[config.mk]
export PLATFORM = sky130hd
export DESIGN_NAME = memory_access
export DESIGN_NICKNAME = d
export VERILOG_FILES = /design/src/rtl/riscv_pkg.sv /design/src/rtl/mem_align.sv /design/src/rtl/memory_access.sv
export SDC_FILE = /design/constraint.sdc
export NUM_CORES = 1
export LEC_CHECK = 0
export CAP_MARGIN = 5
export CORE_AREA = 2 2 209 211
export CTS_BUF_LIST = sky130_fd_sc_hd__clkbuf_16
export DETAILED_ROUTE_END_ITERATION = 12
export DIE_AREA = 0 0 211 213
export MAX_ROUTING_LAYER = met4
export PLACE_DENSITY = 0.86
export SYNTH_ARGS = -nofsm -noshare
export SYNTH_HDL_FRONTEND = slang
export SYNTH_SLANG_ARGS = --single-unit
export TNS_END_PERCENT = 10
[constraint.sdc]
create_clock -name i_clk -period 2.99 [get_ports i_clk]
set_input_delay 0.4485 -clock i_clk [delete_from_list [all_inputs] [get_ports i_clk]]
set_output_delay 0.4485 -clock i_clk [all_outputs]
set_load 0.1 [all_outputs]
[src/rtl/riscv_pkg.sv]
// riscv_pkg: RV64I memory-op opcodes, funct3 encodings, memory-stage FSM states and fault check
package riscv_pkg;
  localparam logic [6:0] OP_LOAD  = 7'b0000011;
  localparam logic [6:0] OP_STORE = 7'b0100011;
  localparam logic [2:0] F3_LB  = 3'b000;
  localparam logic [2:0] F3_LH  = 3'b001;
  localparam logic [2:0] F3_LW  = 3'b010;
  localparam logic [2:0] F3_LD  = 3'b011;
  localparam logic [2:0] F3_LBU = 3'b100;
  localparam logic [2:0] F3_LHU = 3'b101;
  localparam logic [2:0] F3_LWU = 3'b110;
  localparam logic [2:0] F3_SB  = 3'b000;
  localparam logic [2:0] F3_SH  = 3'b001;
  localparam logic [2:0] F3_SW  = 3'b010;
  localparam logic [2:0] F3_SD  = 3'b011;
  typedef enum logic [1:0] {IDLE, REQ, WAIT, DONE} state_t;
  function automatic logic access_fault(input logic store, input logic [2:0] f3, input logic [2:0] a);
    return (store ? f3[2] : &f3) | (f3[1:0] == 2'd1 & a[0]) | (f3[1:0] == 2'd2 & |a[1:0]) | (f3[1:0] == 2'd3 & |a);
  endfunction
endpackage

[src/rtl/mem_align.sv]
// mem_align: store lane shift/strobe generation and load lane extraction with extension
module mem_align
  import riscv_pkg::*;
(
  input  logic [2:0]  funct3,
  input  logic [2:0]  addr_lo,
  input  logic [63:0] store_data,
  input  logic [63:0] load_raw,
  output logic [63:0] wdata,
  output logic [7:0]  wstrb,
  output logic [63:0] load_data
);
  logic [63:0] lane;
  logic [7:0]  mask;
  always_comb begin
    mask = funct3[1:0] == 2'd0 ? 8'h01 : funct3[1:0] == 2'd1 ? 8'h03 : funct3[1:0] == 2'd2 ? 8'h0F : 8'hFF;
    wstrb = mask << addr_lo;
    wdata = store_data << {addr_lo, 3'b000};
    lane = load_raw >> {addr_lo, 3'b000};
    load_data = funct3 == F3_LB  ? {{56{lane[7]}}, lane[7:0]} :
                funct3 == F3_LH  ? {{48{lane[15]}}, lane[15:0]} :
                funct3 == F3_LW  ? {{32{lane[31]}}, lane[31:0]} :
                funct3 == F3_LBU ? {56'd0, lane[7:0]} :
                funct3 == F3_LHU ? {48'd0, lane[15:0]} :
                funct3 == F3_LWU ? {32'd0, lane[31:0]} : lane;
  end
endmodule

[src/rtl/memory_access.sv]
// memory_access: RV64I memory stage sequencing load/store requests between execute and write-back
module memory_access
  import riscv_pkg::*;
(
  input  logic        i_clk,
  input  logic        i_rst,
  input  logic        i_stall,
  input  logic        i_valid,
  input  logic [31:0] i_instruction,
  input  logic [63:0] i_alu_result,
  input  logic [63:0] i_rs2_data,
  input  logic        i_reg_write,
  input  logic        i_mem_to_reg,
  output logic        o_stall,
  output logic        o_dmem_req,
  output logic        o_dmem_we,
  output logic [63:0] o_dmem_addr,
  output logic [63:0] o_dmem_wdata,
  output logic [7:0]  o_dmem_wstrb,
  input  logic        i_dmem_ready,
  input  logic        i_dmem_rvalid,
  input  logic [63:0] i_dmem_rdata,
  output logic [63:0] o_alu_result,
  output logic [63:0] o_mem_data,
  output logic [31:0] o_instruction,
  output logic        o_reg_write,
  output logic        o_mem_to_reg,
  output logic        o_misaligned
);
  state_t      state, state_n;
  logic [31:0] instr_q;
  logic [63:0] alu_q, rs2_q, data_q, load_data, wdata;
  logic [7:0]  wstrb;
  logic        rw_q, m2r_q, is_load, is_store, fault, take, start, q_store;
  mem_align u_align (
    .funct3(instr_q[14:12]),
    .addr_lo(alu_q[2:0]),
    .store_data(rs2_q),
    .load_raw(i_dmem_rdata),
    .wdata(wdata),
    .wstrb(wstrb),
    .load_data(load_data)
  );
  always_comb begin
    is_load = i_instruction[6:0] == OP_LOAD;
    is_store = i_instruction[6:0] == OP_STORE;
    fault = (is_load | is_store) & access_fault(is_store, i_instruction[14:12], i_alu_result[2:0]);
    take = state == IDLE & i_valid & !i_stall;
    start = take & (is_load | is_store) & !fault;
    q_store = instr_q[6:0] == OP_STORE;
    state_n = state;
    case (state)
      IDLE:    state_n = start ? REQ : IDLE;
      REQ:     state_n = i_dmem_ready ? (q_store ? DONE : WAIT) : REQ;
      WAIT:    state_n = i_dmem_rvalid ? DONE : WAIT;
      DONE:    state_n = i_stall ? DONE : IDLE;
      default: state_n = IDLE;
    endcase
  end
  assign o_stall = state != IDLE;
  assign o_dmem_req = state == REQ;
  assign o_dmem_we = o_dmem_req & q_store;
  assign o_dmem_addr = {alu_q[63:3], 3'b000};
  assign o_dmem_wdata = wdata;
  assign o_dmem_wstrb = o_dmem_req ? wstrb : 8'h00;
  always_ff @(posedge i_clk) begin
    if (i_rst) state <= IDLE;
    else state <= state_n;
  end
  always_ff @(posedge i_clk) begin
    if (i_rst) begin
      instr_q <= '0;
      alu_q <= '0;
      rs2_q <= '0;
      data_q <= '0;
      rw_q <= 1'b0;
      m2r_q <= 1'b0;
      o_alu_result <= '0;
      o_mem_data <= '0;
      o_instruction <= '0;
      o_reg_write <= 1'b0;
      o_mem_to_reg <= 1'b0;
      o_misaligned <= 1'b0;
    end else begin
      o_misaligned <= 1'b0;
      if (start) begin
        instr_q <= i_instruction;
        alu_q <= i_alu_result;
        rs2_q <= i_rs2_data;
        data_q <= '0;
        rw_q <= i_reg_write & is_load;
        m2r_q <= i_mem_to_reg;
        o_reg_write <= 1'b0;
      end else if (take) begin
        o_instruction <= i_instruction;
        o_alu_result <= i_alu_result;
        o_mem_data <= '0;
        o_mem_to_reg <= i_mem_to_reg;
        o_reg_write <= i_reg_write & !fault;
        o_misaligned <= fault;
      end else if (state == IDLE & !i_stall) begin
        o_reg_write <= 1'b0;
      end
      if (state == WAIT & i_dmem_rvalid) data_q <= load_data;
      if (state == DONE & !i_stall) begin
        o_instruction <= instr_q;
        o_alu_result <= alu_q;
        o_mem_data <= data_q;
        o_mem_to_reg <= m2r_q;
        o_reg_write <= rw_q;
      end
    end
  end
endmodule

==> metrics.txt, run 1 <==
result of the run=finished clean; number of slew-limit violations in the final report=0; DRC violation total after the first TritonRoute iteration=between 2,000 and 2,500; post-CTS clock slew at the launch and capture registers of the worst setup and hold paths=~0.060 ns; total DRC errors in the routed layout=0; initial antenna violation count=5; drt via density=around 6.0; post-layout utilization of the core=0.621; die area=around 0.045 sq mm; clock root buffer=sky130_fd_sc_hd__clkbuf_16; total placed cells including tap cells=~3,300; Synth async-reset ratio=0; final estimated routing congestion in global placement=1.03; required time reported for the critical path endpoint=2.54 ns; total core area=0.0427 sq mm; r2r worst-path depth=5; Max Cap Violations=0; critical path start-end classification=reg -> out; number of buffers added to fix hold violations after cts=0; x dimension of the die=between 200 and 250 microns; Synth Register Bits=between 300 and 400; library cell occupying the most area in the post-synthesis netlist=sky130_fd_sc_hd__dfxtp_1; warnings from Yosys=0; number of cells in the finished layout apart from fillers=around 3,400; power per cell area=between 400 and 500 mW/mm^2; arrival time worst endpoint=2.52 ns; Pleak=approximately 10 nW; number of CTS-inserted buffers=43; tightest hold margin=~0.30 ns; count of distinct cell types in the synthesized netlist=between 60 and 70; area grow syn2layout=36.3%; mapped cell area=roughly 0.019 sq mm; total count of hold-check failures in the final report=0; total I/O pin count=approximately 530; top routing layer in use=met4; critical path fanouts, max=24; unrepaired setup endpoints after global routing=yes; nets@finish=approximately 3,000; gr usage total=0.318; actual slew at the worst max-slew pin=1.25 ns; number of instances on the worst hold path=2; wire length of the first global-routing pass=~110,000 microns; starting density of the core=0.456; main flop type after synthesis=sky130_fd_sc_hd__dfxtp_1; final count of negative-setup-slack endpoints=0; Hold Path Class=in -> reg; worst voltage drop across the vdd grid=337 uV; row count=76; estimated wirelength of the detail-placed design=slightly above 50,000 microns; via count of the first global-routing pass=18,889; maximum number of pins on one net before global-route repair=133; Routed met2 length=34,500 microns; quantity of I/O buffers inserted on ports=between 500 and 600; area share of the leading cell type in the synthesized netlist=0.402; met1 WL=approximately 28,000 microns; Synth Area per Inst=between 7 and 8 sq um; type of origin of the critical path=flop; chip height=between 200 and 250 microns; final antenna-violating net count=0; sink count of the clock tree=391; relative max-transition margin=0.162; # Post-CTS Setup Buffers=0; residual overflow from global routing=0; clock tree from TritonCTS=built; detailed-route wire length per cell=21.6 microns; crit end category=output pin; maximum clock skew at final layout=0.0178 ns; final critical delay including setup and external delays=2.96 ns; Seq/Total Area, Yosys=0.402; instance count of the mapped netlist=between 2,000 and 2,500; crit share post-route=0.991; number of H-tree levels=2; wire length on met3=just over 6000 microns; biggest area contributors in the synthesized netlist=sky130_fd_sc_hd__dfxtp_1 (40%), sky130_fd_sc_hd__nand2_1 (12%), sky130_fd_sc_hd__mux2i_1 (6.3%), sky130_fd_sc_hd__a21oi_1 (5.8%), sky130_fd_sc_hd__a2bb2oi_1 (3.4%); DRT Pass-1 Iters=7; number of flops mapped to enable cells by yosys=0; maximum buffer depth of the clock tree=3; fraction of layout cells with a size suffix above 1=0.192; source-to-sink clock delay at the later pin of the worst-skew pair=roughly 0.58 ns; total vias in the final route=between 20,000 and 25,000; routed wire length=a little over 70,000 microns; maximum clock frequency=about 0.34 GHz
## path summary, 6_finish.rpt
kind	slack, ns	from	to
worst max-delay path	0.03	alu_q[1]$_SDFFE_PP0P_	o_dmem_wdata[54]
worst min-delay path	0.30	i_rst	alu_q[45]$_SDFFE_PP0P_
worst max register to register	0.20	alu_q[0]$_SDFFE_PP0P_	data_q[37]$_SDFFE_PP0P_
worst min register to register	0.45	rw_q$_SDFFE_PP0P_	rw_q$_SDFFE_PP0P_
## placed cells by master, fill, tap and decap left out, drive strengths merged, types with 4 or more instances in the layout
| cell | n |
|---|---|
| a21oi | 227 |
| inv | 12 |
| o22ai | 19 |
| clkdlybuf4s50 | 230 |
| o211ai | 7 |
| a211oi | 19 |
| clkinv | 19 |
| o2bb2ai | 43 |
| nor2 | 177 |
| a21o | 5 |
| nor2b | 15 |
| o311ai | 6 |
| a311oi | 104 |
| a31oi | 13 |
| a221oi | 4 |
| and2 | 18 |
| a31o | 4 |
| or2 | 5 |
| clkbuf | 43 |
| clkinvlp | 4 |
| mux2i | 122 |
| bufinv | 4 |
| a2bb2oi | 76 |
| a32o | 9 |
| nand2 | 636 |
| nand2b | 9 |
| diode | 5 |
| o21ai | 30 |
| buf | 363 |
| a22oi | 16 |
| nand3 | 9 |
| dfxtp | 391 |
| a211o | 7 |
| nor3 | 104 |
| mux2 | 21 |
| mux4 | 7 |
## report_power, final
group	internal (W)	switching [W]	total [W]
logic	0.000581	0.00115	0.00174
clock network	0.00299	0.00225	0.00525
registers	0.00530	0.0000530	0.00535
total	0.00887	0.00346	0.0123
## stage by stage
stage	TNS, ns	instance area, sq um	setup slack [ns]	total power (W)
floorplan	-18.96	19600	-0.609	0.00653
global placement	0	24900	0.0664	0.00716
detailed placement	-0.348	24900	-0.0888	0.00719
CTS	0	26400	0.0234	0.0124
global route	-0.598	26500	-0.0903	0.0127
finish	0	26500	0.0258	0.0123
## worst max-delay path: stages (launching register included)
cell	delay, ns
sky130_fd_sc_hd__dfxtp_4	0.50
sky130_fd_sc_hd__buf_12	0.21
sky130_fd_sc_hd__buf_16	0.21
sky130_fd_sc_hd__mux2i_2	0.31
sky130_fd_sc_hd__nor2_1	0.08
sky130_fd_sc_hd__a21oi_1	0.20
sky130_fd_sc_hd__o21ai_1	0.17
sky130_fd_sc_hd__buf_12	0.22
## cells in the mapped netlist, types with 9 or more instances
cell / n
sky130_fd_sc_hd__a311oi_1: 74
sky130_fd_sc_hd__nor3_1: 103
sky130_fd_sc_hd__nand2_1: 636
sky130_fd_sc_hd__nor2_1: 177
sky130_fd_sc_hd__a31oi_1: 13
sky130_fd_sc_hd__o2bb2ai_1: 43
sky130_fd_sc_hd__dfxtp_1: 391
sky130_fd_sc_hd__o21ai_0: 30
sky130_fd_sc_hd__buf_2: 58
sky130_fd_sc_hd__nand2b_1: 9
sky130_fd_sc_hd__a211oi_1: 19
sky130_fd_sc_hd__buf_4: 71
sky130_fd_sc_hd__a311oi_2: 30
sky130_fd_sc_hd__clkbuf_1: 153
sky130_fd_sc_hd__mux2i_1: 122
sky130_fd_sc_hd__o22ai_1: 19
sky130_fd_sc_hd__mux2_2: 21
sky130_fd_sc_hd__a32o_1: 9
sky130_fd_sc_hd__nand3_1: 9
sky130_fd_sc_hd__a21oi_1: 226
sky130_fd_sc_hd__and2_1: 18
sky130_fd_sc_hd__a2bb2oi_1: 76
sky130_fd_sc_hd__nor2b_1: 15
sky130_fd_sc_hd__a22oi_1: 16
## area by class of cell
cell class	count	area, sq um
Multi-Input combinational cell	1748	10300
Tap cell	546	683
Clock inverter	35	304
Inverter	4	18.8
Clock buffer	43	1080
Fill cell	3546	16200
Antenna cell	5	12.5
Sequential cell	391	7840
Timing Repair Buffer	595	6240
## logic make-up after synthesis
logic type             count (synthesis)  synth area share
AO/OA/AOI/OAI                        608             0.229
flip-flops                           391             0.402
other                                  1          0.000193
AND/OR/NAND/NOR                      987             0.207
multiplexers                         150            0.0831
buffers and inverters                301            0.0782
## routing by layer
layer  GRT usage  up-vias
met4       0.152        0
met1       0.380     9632
met3      0.0688      258
li1            -     9228
met2       0.511     1065
met5           -        -
## what timing repair did
item,4_1_cts,5_1_grt
pin swaps,0,0
setup endpoints to repair,36,27
resized for setup,12,10
gates cloned,2,0
hold endpoints to repair,0,0
Power figures use the tool's default switching activity.
==> inputs of run 2 (changes only) <==
Settings changed: ABC_AREA set to 1, CORE_AREA 2 2 209 211 to 2 2 205 207, DIE_AREA 0 0 211 213 to 0 0 207 209, PLACE_DENSITY 0.86 to 0.9.
==> run 2 against run 1 <==
Against the previous run: core utilization grew 2.4 points; register-to-register slack gained 0.42 ns; clock skew shrank 0.0016 ns; critical path type unchanged; critical endpoint is now o_dmem_wdata[52]; highest routed layer unchanged.
==> metrics.txt, run 2 <==
area share of the leading cell type in the synthesized netlist=0.394 (was 0.402); wire length on met3=6840 microns (was 6040 microns); number of inserted filler cells in the final layout=3,450 (was 3,546); via count of the first global-routing pass=20,708 (was 18,889); count of distinct cell types in the synthesized netlist=27 (was 62); switching power=0.00343 W (was 0.00346 W); fraction of layout cells with a size suffix above 1=0.133 (was 0.192); estimated wirelength of the detail-placed design=50,800 microns (was 51,000 microns); post-CTS clock slew at the launch and capture registers of the worst setup and hold paths=0.07 ns (was 0.06 ns); area grow syn2layout=34.0% (was 36.3%); nets@finish=3,602 (was 3,015); Routed met2 length=34,300 microns (was 34,500 microns); total DRC errors in the routed layout=0 (unchanged); detailed-route wire length per cell=18.5 microns (was 21.6 microns); total core area=0.0413 sq mm (was 0.0427 sq mm); overall power consumption=0.0123 W (about the same); clock tree from TritonCTS=built (unchanged); power per cell area=462 mW/mm^2 (was 465 mW/mm^2); final antenna-violating net count=0 (unchanged); residual overflow from global routing=0 (unchanged); number of CTS-inserted buffers=42 (was 43); number of flops mapped to enable cells by yosys=0 (unchanged); top routing layer in use=met4 (unchanged); total count of hold-check failures in the final report=0 (unchanged); warnings from Yosys=0 (unchanged); proportion of power drawn by the clock network=0.436 (was 0.425); unrepaired setup endpoints after global routing=no (was yes); cell-internal power=0.00887 W (about the same); mapped cell area=0.0199 sq mm (was 0.0194 sq mm); Synth async-reset ratio=0 (unchanged); chip height=209 microns (was 213 microns); Hold Path Class=in -> reg (unchanged); drt via density=5.65 (was 5.99); total I/O pin count=534 (unchanged); clock root buffer=sky130_fd_sc_hd__clkbuf_16 (unchanged); top cells by instance count after synthesis=sky130_fd_sc_hd__nand2_1 (855), sky130_fd_sc_hd__a21oi_1 (414), sky130_fd_sc_hd__dfxtp_1 (391) (was sky130_fd_sc_hd__nand2_1 (636), sky130_fd_sc_hd__dfxtp_1 (391), sky130_fd_sc_hd__a21oi_1 (226)); die area=0.0433 sq mm (was 0.0449 sq mm); total vias in the final route=22,315 (was 20,183); initial antenna violation count=6 (was 5); Reg power frac=0.432 (was 0.434); highest-count cells in the layout ignoring fill and taps=sky130_fd_sc_hd__nand2_1 (855), sky130_fd_sc_hd__a21oi_1 (414), sky130_fd_sc_hd__dfxtp_1 (388) (was sky130_fd_sc_hd__nand2_1 (634), sky130_fd_sc_hd__dfxtp_1 (388), sky130_fd_sc_hd__buf_4 (271)); critical path fanouts, max=9 (was 24); pre-CTS WS=0.184 ns (was -0.0888 ns); main flop type after synthesis=sky130_fd_sc_hd__dfxtp_1 (unchanged); switching fraction of total power=0.279 (was 0.281); Worst path slowest cell=sky130_fd_sc_hd__dfxtp_2 (was sky130_fd_sc_hd__dfxtp_4); critical path start-end classification=reg -> out (unchanged); CP Cell Sequence=inv_2, nor2_4, clkinvlp_4, buf_4, o22ai_1, nand2_1, o21ai_1, buf_12 (was buf_12, buf_16, mux2i_2, nor2_1, a21oi_1, o21ai_1, buf_12); sink count of the clock tree=391 (unchanged); portion of total power attributed to combinational logic=0.132 (was 0.141); relative max-transition margin=0.277 (was 0.162); wire length of the first global-routing pass=113,000 microns (was 109,000 microns); crit end category=output pin (unchanged); type of origin of the critical path=flop (unchanged); DRC violation total after the first TritonRoute iteration=2,640 (was 2,060); number of buffers added to fix hold violations after cts=0 (unchanged); maximum buffer depth of the clock tree=3 (unchanged); routed wire length=73,200 microns (was 72,600 microns); source-to-sink clock delay at the later pin of the worst-skew pair=0.57 ns (was 0.58 ns); actual slew at the worst max-slew pin=1.08 ns (was 1.25 ns); maximum number of pins on one net before global-route repair=232 (was 133); x dimension of the die=207 microns (was 211 microns); final estimated routing congestion in global placement=0.998 (was 1.03); Max Cap Violations=0 (unchanged); quantity of I/O buffers inserted on ports=530 (unchanged); number of slew-limit violations in the final report=0 (unchanged); library cell occupying the most area in the post-synthesis netlist=sky130_fd_sc_hd__dfxtp_1 (unchanged); final critical delay including setup and external delays=2.90 ns (was 2.96 ns); starting density of the core=0.481 (was 0.456); Pleak=10.9 nW (was 9.80 nW); met1 WL=27,100 microns (was 28,100 microns); maximum clock skew at final layout=0.0162 ns (was 0.0178 ns); arrival time worst endpoint=2.45 ns (was 2.52 ns); worst voltage drop across the vdd grid=418 uV (was 337 uV); gr usage total=0.333 (was 0.318); slack of the critical path=0.0925 ns (was 0.0258 ns); Synth Register Bits=391 (unchanged); Seq/Total Area, Yosys=0.394 (was 0.402); max incr delay on CP=0.36 ns (was 0.50 ns); DRT Pass-1 Iters=6 (was 7); most common cell after layout, fill and taps aside=sky130_fd_sc_hd__nand2_1 (unchanged); result of the run=finished clean (unchanged); row count=75 (was 76); maximum clock frequency=0.345 GHz (was 0.337 GHz); required time reported for the critical path endpoint=2.54 ns (about the same); post-layout utilization of the core=0.644 (was 0.621); number of H-tree levels=2 (unchanged); Synth Area per Inst=6.49 sq um (was 7.98 sq um); biggest area contributors in the synthesized netlist=sky130_fd_sc_hd__dfxtp_1 (39%), sky130_fd_sc_hd__nand2_1 (16%), sky130_fd_sc_hd__a21oi_1 (10%), sky130_fd_sc_hd__o21ai_0 (9.4%), sky130_fd_sc_hd__nand3_1 (9.2%) (was sky130_fd_sc_hd__dfxtp_1 (40%), sky130_fd_sc_hd__nand2_1 (12%), sky130_fd_sc_hd__mux2i_1 (6.3%), sky130_fd_sc_hd__a21oi_1 (5.8%), sky130_fd_sc_hd__a2bb2oi_1 (3.4%)); final count of negative-setup-slack endpoints=0 (unchanged); crit share post-route=0.969 (was 0.991); most frequent cell after synthesis=sky130_fd_sc_hd__nand2_1 (unchanged); instance count of the mapped netlist=3,061 (was 2,438)
-- run 2: changes by cell type in the layout (fill, tap and decap cells not counted), sizes merged, moves of 21 or more --
cell     previous run  this run
nand3               9       366
nor3              104         6
o2bb2ai            43         0
nand2             636       857
a21oi             227       414
mux2               21         0
inv                12       216
a311oi            104         0
a2bb2oi            76         0
o21ai              30       390
mux2i             122         0
nor2              177        53
-- run 2: final cells by class --
class,instances,area [sq um],share of cell area
tap,539,674,0.0253
antenna,6,15.0,0.000564
clock buffer,42,1050,0.0395
inverter,214,817,0.0307
timing repair buffer,589,6160,0.232
multi-input combinational,2132,9700,0.364
sequential,391,7830,0.294
clock inverter,34,353,0.0133
-- run 2: kinds of logic after synthesis --
group	share of synthesized area
AND/OR/NAND/NOR	0.267
other	0.000189
buffers and inverters	0.121
flip-flops	0.394
AO/OA/AOI/OAI	0.217
-- run 2: what timing repair did --
action                     4_1_cts  5_1_grt
setup endpoints to repair        1        1
setup buffers                    0        2
resized for setup                1        1
-- run 2: through the flow --
stage	setup TNS (ns)	instances	hold slack [ns]	cell area [sq um]
3_5_place_dp	0	3863	0.438	25200
4_1_cts	0	3939	0.376	26600
3_3_place_gp	0	3863	0.432	25200
6_report	0	3947	0.388	26600
5_1_grt	0	3947	0.397	26600
2_1_floorplan	-9.35	3063	0.424	19900
-- run 2: final timing paths --
path                            startpoint                        to  slack [ns]  cells after the start
hold / removal                       i_rst  instr_q[29]$_SDFFE_PP0P_        0.39                      4
setup reg to reg     alu_q[2]$_SDFFE_PP0P_   data_q[33]$_SDFFE_PP0P_        0.62                     11
setup / recovery     alu_q[1]$_SDFFE_PP0P_          o_dmem_wdata[52]        0.09                      8
hold reg to reg   instr_q[31]$_SDFFE_PP0P_  instr_q[31]$_SDFFE_PP0P_        0.45                      2
-- run 2: power groups by stage --
stage               clock (W)  sequential (W)  combinational [W]
floorplan                   0         0.00588           0.000507
global placement            0         0.00543            0.00159
detailed placement          0         0.00543            0.00159
CTS                   0.00542         0.00531            0.00161
global route          0.00563         0.00532            0.00171
finish                0.00537         0.00531            0.00162
-- run 2: per-layer routing --
| layer | vias to the layer above | track usage |
|---|---|---|
| met2 | 1194 | 0.528 |
| met1 | 10215 | 0.385 |
| met3 | 286 | 0.0699 |
| met5 | - | - |
| met4 | 0 | 0.210 |
| li1 | 10620 | - |
-- run 2: critical path, delay by kind of cell (launching register included) --
| kind | cells | cell delay (ns) |
|---|---|---|
| AOI/OAI and AO/OA | 2 | 0.41 |
| buffers and inverters | 4 | 0.76 |
| DFF | 1 | 0.36 |
| and+or+nand+nor | 2 | 0.34 |
